===== config.mk =====
export PLATFORM = sky130hd
export DESIGN_NAME = ext_slow_mem_arbiter
export DESIGN_NICKNAME = d
export VERILOG_FILES = /design/src/rtl/ext_slow_mem_arbiter.sv
export SDC_FILE = /design/constraint.sdc
export NUM_CORES = 1
export LEC_CHECK = 0
export CAP_MARGIN = 15
export CORE_AREA = 2 2 204 206
export CTS_CLUSTER_SIZE = 10
export DETAILED_ROUTE_END_ITERATION = 8
export DIE_AREA = 0 0 206 208
export GPL_TIMING_DRIVEN = 0
export SLEW_MARGIN = 25
export SYNTH_ARGS = -nofsm -noshare
export SYNTH_HDL_FRONTEND = slang
export SYNTH_SLANG_ARGS = --single-unit

===== constraint.sdc =====
create_clock -name clk_i -period 5.33 [get_ports clk_i]
set_clock_uncertainty 0.2 [all_clocks]
set_input_delay 1.066 -clock clk_i [delete_from_list [all_inputs] [get_ports clk_i]]
set_output_delay 1.066 -clock clk_i [all_outputs]
set_load 0.03 [all_outputs]

===== src/rtl/ext_slow_mem_arbiter.sv =====
// Round-robin arbiter that lets NMASTER OBI requesters share one slow external slave.
// Keeps one transaction in flight; addresses outside the window and slave timeouts get an error response.
module ext_slow_mem_arbiter #(
    parameter int          NMASTER    = 4,
    parameter logic [31:0] START_ADDR = 32'h2000_0000, // platform EXT_SLAVE_START_ADDRESS
    parameter logic [31:0] SIZE       = 32'h400,
    parameter int          TIMEOUT    = 64
) (
    input  logic                      clk_i,
    input  logic                      rst_ni,
    input  logic [NMASTER-1:0]        m_req_i,
    input  logic [NMASTER-1:0]        m_we_i,
    input  logic [NMASTER-1:0][3:0]   m_be_i,
    input  logic [NMASTER-1:0][31:0]  m_addr_i,
    input  logic [NMASTER-1:0][31:0]  m_wdata_i,
    output logic [NMASTER-1:0]        m_gnt_o,
    output logic [NMASTER-1:0]        m_rvalid_o,
    output logic [NMASTER-1:0]        m_err_o,
    output logic [NMASTER-1:0][31:0]  m_rdata_o,
    output logic                      s_req_o,
    output logic                      s_we_o,
    output logic [3:0]                s_be_o,
    output logic [31:0]               s_addr_o,
    output logic [31:0]               s_wdata_o,
    input  logic                      s_gnt_i,
    input  logic                      s_rvalid_i,
    input  logic [31:0]               s_rdata_i,
    output logic                      timeout_o
);
    localparam int PW = (NMASTER > 1) ? $clog2(NMASTER) : 1;
    localparam logic [31:0] ERR_DATA = 32'hBADC_AB1E;
    typedef logic [PW-1:0] ptr_t;
    typedef enum logic [1:0] {IDLE, HOLD, WAIT_R, ERR} state_e;

    state_e      state_q, state_d;
    ptr_t        rr_q, rr_d, owner_q, owner_d, sel, idx;
    logic [15:0] cnt_q, cnt_d;
    logic        to_q, to_d;
    logic        any_req, sel_in_win;

    logic [NMASTER-1:0]       gnt, rvalid, err;
    logic [NMASTER-1:0][31:0] rdata;
    logic                     sreq, swe;
    logic [3:0]               sbe;
    logic [31:0]              saddr, swdata;

    function automatic ptr_t inc(input ptr_t p);
        return (p == ptr_t'(NMASTER - 1)) ? '0 : p + ptr_t'(1);
    endfunction

    // Scan from the highest offset down so the requester nearest rr_q wins.
    always_comb begin
        sel     = rr_q;
        any_req = 1'b0;
        idx     = '0;
        for (int i = NMASTER - 1; i >= 0; i--) begin
            idx = ptr_t'((int'(rr_q) + i) % NMASTER);
            if (m_req_i[idx]) begin
                sel     = idx;
                any_req = 1'b1;
            end
        end
    end

    assign sel_in_win = ({1'b0, m_addr_i[sel]} >= {1'b0, START_ADDR}) &&
                        ({1'b0, m_addr_i[sel]} <  ({1'b0, START_ADDR} + {1'b0, SIZE}));

    always_comb begin
        state_d = state_q;
        rr_d    = rr_q;
        owner_d = owner_q;
        cnt_d   = cnt_q;
        to_d    = to_q;
        gnt     = '0;
        rvalid  = '0;
        err     = '0;
        rdata   = '0;
        sreq    = 1'b0;
        swe     = 1'b0;
        sbe     = '0;
        saddr   = '0;
        swdata  = '0;
        unique case (state_q)
            IDLE: begin
                if (any_req) begin
                    owner_d = sel;
                    if (sel_in_win) begin
                        sreq   = 1'b1;
                        swe    = m_we_i[sel];
                        sbe    = m_be_i[sel];
                        saddr  = m_addr_i[sel];
                        swdata = m_wdata_i[sel];
                        if (s_gnt_i) begin
                            gnt[sel] = 1'b1;
                            rr_d     = inc(sel);
                            cnt_d    = '0;
                            state_d  = WAIT_R;
                        end else begin
                            state_d = HOLD;
                        end
                    end else begin
                        gnt[sel] = 1'b1;
                        rr_d     = inc(sel);
                        state_d  = ERR;
                    end
                end
            end
            HOLD: begin
                // Owner stays locked even if it drops its request.
                sreq   = 1'b1;
                swe    = m_we_i[owner_q];
                sbe    = m_be_i[owner_q];
                saddr  = m_addr_i[owner_q];
                swdata = m_wdata_i[owner_q];
                if (s_gnt_i) begin
                    gnt[owner_q] = 1'b1;
                    rr_d         = inc(owner_q);
                    cnt_d        = '0;
                    state_d      = WAIT_R;
                end
            end
            WAIT_R: begin
                if (s_rvalid_i) begin
                    rvalid[owner_q] = 1'b1;
                    rdata[owner_q]  = s_rdata_i;
                    cnt_d           = '0;
                    state_d         = IDLE;
                end else if (cnt_q == 16'(TIMEOUT - 1)) begin
                    to_d    = 1'b1;
                    cnt_d   = '0;
                    state_d = ERR;
                end else begin
                    cnt_d = cnt_q + 16'd1;
                end
            end
            ERR: begin
                rvalid[owner_q] = 1'b1;
                err[owner_q]    = 1'b1;
                rdata[owner_q]  = ERR_DATA;
                state_d         = IDLE;
            end
            default: state_d = IDLE;
        endcase
    end

    always_ff @(posedge clk_i or negedge rst_ni) begin
        if (!rst_ni) begin
            state_q <= IDLE;
            rr_q    <= '0;
            owner_q <= '0;
            cnt_q   <= '0;
            to_q    <= 1'b0;
        end else begin
            state_q <= state_d;
            rr_q    <= rr_d;
            owner_q <= owner_d;
            cnt_q   <= cnt_d;
            to_q    <= to_d;
        end
    end

    // IDLE decode is combinational from the masters, so hold every output low during reset.
    assign m_gnt_o    = rst_ni ? gnt    : '0;
    assign m_rvalid_o = rst_ni ? rvalid : '0;
    assign m_err_o    = rst_ni ? err    : '0;
    assign m_rdata_o  = rst_ni ? rdata  : '0;
    assign s_req_o    = rst_ni & sreq;
    assign s_we_o     = rst_ni & swe;
    assign s_be_o     = rst_ni ? sbe    : '0;
    assign s_addr_o   = rst_ni ? saddr  : '0;
    assign s_wdata_o  = rst_ni ? swdata : '0;
    assign timeout_o  = to_q;

endmodule


==> flow_summary.yaml <==
worst_setup_path:
  r2r_end: "cnt_q[0]$_DFFE_PN0P_"
  worstRegToRegCells: 15
  startpoint: "m_req_i[0]"
  ff2ff_setup_slack_ps: 1490
  cp-start-kind: "input port"
  crit_required_ps: 4060
  crit_type: "in2out"
  r2r_start: "rr_q[1]$_DFFE_PN0P_"
  cp_data_arrival_time_ps: 4070
  path_max_fanout: 10
  end_kind: "primary output"
grt:
  grt_pass1_wl_mm: 68.79
  globalRouteTotalUtil: 0.2097
  grt_max_degree: 25
  antenna_found_initial: 3
  grt_pass1_vias: 10930
  grt_overflow: 0
power_and_ir_drop:
  power_leakage_nw: 5.427
  combPwrFrac: 0.912
  vdd_drop_max_mv: 0.1390
  p_per_area_nw_per_um2: 334.2
  clkPwrFrac: 0.035
  swShare: 0.5673
  p_sw_mw: 2.672
  internal_power_mw: 2.038
  seq_power_share: 0.053
floorplan:
  floorplan.rows: 74
  dieArea_sq_um: 42850
  initial_core_util: 0.1752
  die_height_um: 208
  io_pins: 527
  design.core.area_sq_um: 40550
  die_w_um: 206
layout:
  multi_input_area_sq_um: 6492
  nets: 1948
  layout_common_cells: "clkdlybuf4s50_1 (458), nand2_1 (296), nor2_1 (116)"
  final_common_cell: "clkdlybuf4s50_1"
  syn_to_final_growth_pct: 98.27
  regArea_sq_um: 575.6
  post-route-util: 0.3475
  drive_gt1_frac: 0.1714
  fill_cells: 4303
yosys:
  async_reset_ff_frac: 1.000
  syn_area_sq_um: 7107
  ys_warn_count: 0
  syn_avg_cell_area_sq_um: 6.705
  synth_ff_type: "dfrtp_1"
  yosys_register_bits: 23
  ys_types: 55
  synth-seq-area-share: 0.08099
  synth-edff-count: 0
  synth_nets: 1385
  synthCells: 1060
placed_design:
  io_buffers: 526
  hpwlAfterDp_mm: 38.73
  gp_congestion: 0.9193
route:
  routed_via_density: 5.037
  first_pass_iters: 5
  drtAntennaViolNets: 0
  vias: 10860
  drtIter0Drc: 848
  wl_per_cell_um: 22.19
  routed_wl_mm: 47.83
  drc: 0
hold_path:
  min_delay_path_depth: 1
  min_path_type: "reg2reg"
  min_from: "timeout_o$_DFFE_PN0P_"
  whs_endpoint: "timeout_o$_DFFE_PN0P_"
sta:
  setup_tns_ps: -24.21
  relSlewSlack: 0.4042
  fmax_mhz: 187.2
  final_max_slew_viol_count: 0
  final_hold_viol_count: 0
  setup_viol: 4
  setup_slack_ps: -10.58
  worst_pin_slew_ps: 893.7
  min_period_ps: 5341
  period_share: 1.002
  rsz0062_at_grt: "yes"
clock_network:
  root_buffer: "clkbuf_16"
  h-tree-depth: 1
  cts.clk_slew.worst_paths_ps: 60
  clk_path_buf_depth: 2
  clock_sinks: 23
  numCtsBuffers: 3
  cts_tree: "done"
  clock_latency_ps: 260
job:
  maxCapViolCount: 0
outcome:
  status: "finished, violations left"
  violations: "negative setup slack"
critical path, stage by stage:
cell	delay, ps
buf_8	100
and3b_1	150
or4_4	550
nand2_8	130
inv_8	50
buf_12	130
a211oi_4	190
o22ai_2	120
nor3b_2	270
nand4_1	170
or3_4	450
buf_12	190
buf_12	160
o21ai_2	180
buf_6	150
metrics by stage:
step | power, mW | setup slack, ps | hold slack (ps) | instances | area (sq um)
after floorplan | 2.660 | 391.2 | 263.5 | 1060 | 7107
after global placement | 4.131 | -1874 | 258.8 | 2118 | 13040
after detailed placement | 4.164 | -1879 | 260.8 | 2118 | 13030
after CTS | 4.565 | 0.05285 | 275.8 | 2146 | 13660
after global routing | 5.027 | -109.9 | 300.1 | 2155 | 14090
final | 4.710 | -10.58 | 275.1 | 2155 | 14090
logic make-up (layout without fill, tap and decap cells):
logic type               Yosys count  count (layout)  share of synthesized area
adder cells (fa/ha/maj)            9               9                    0.01585
other                              0               1                          0
buffers and inverters            123             685                    0.07218
AO/OA/AOI/OAI                    300             300                     0.2819
flip-flops                        23              23                    0.08099
AND/OR/NAND/NOR                  532             532                     0.3241
multiplexers                      73              73                     0.2250
metal layers:
metal	global-route usage	up-vias	routed length [um]
met5	0	-	27
met4	0.06773	4	1689
met3	0.03650	90	3898
met2	0.3872	647	24210
met1	0.2415	5185	18000
li1	-	4929	-
power groups by stage:
stage	combinational [mW]	sequential, mW	clock [mW]
floorplan	2.43	0.234	0
global placement	3.89	0.243	0
detailed placement	3.92	0.245	0
CTS	4.15	0.243	0.168
global route	4.60	0.253	0.178
finish	4.30	0.248	0.165
synth_stat cells (6+ instances only):
library cell | count | share of area
nor2_1 | 118 | 0.062
nor4_1 | 6 | 0.0053
nand2_1 | 297 | 0.16
a21oi_1 | 107 | 0.075
ha_1 | 9 | 0.016
buf_1 | 20 | 0.011
nor3_1 | 17 | 0.012
inv_1 | 21 | 0.011
dfrtp_1 | 23 | 0.081
and4_1 | 7 | 0.0086
o21a_1 | 76 | 0.080
nand3_1 | 15 | 0.011
mux4_2 | 69 | 0.22
clkbuf_1 | 70 | 0.037
o21ai_2 | 30 | 0.037
o21ai_1 | 18 | 0.013
a211oi_1 | 8 | 0.0085
and3_1 | 40 | 0.035
o221ai_1 | 14 | 0.017
a211o_1 | 11 | 0.014
o21ai_0 | 11 | 0.0077
layout make-up:
cell class,instances,share of cell area
inverter,23,0.006660
multi-input combinational,914,0.4608
tap,532,0.04724
timing repair buffer,561,0.3998
sequential,23,0.04085
antenna,1,0.0001776
clock buffer,4,0.005594
buffer,97,0.03898
state kept, by name (all words and copies together) (netlist names):
register,flops
cnt_q,16
rr_q,2
owner_q,2
state_q,2
timeout_o,1
how the worst max path moves through the flow:
stage / slack (ps) / endpoint
detailed placement: -1880 / s_addr_o[8]
global route: -110 / s_wdata_o[0]
global placement: -1870 / s_addr_o[8]
CTS: 0.05 / s_wdata_o[12]
floorplan: 390 / s_addr_o[1]
finish: -10 / s_wdata_o[5]
what timing repair did:
item,in CTS,in global routing
gates cloned,2,1
buffers inserted,25,6
endpoints found under the setup margin,163,77
hold buffers,0,0
pin swaps,24,22
resized for setup,400,137
Note: power is estimated with default switching activity, not from simulation.
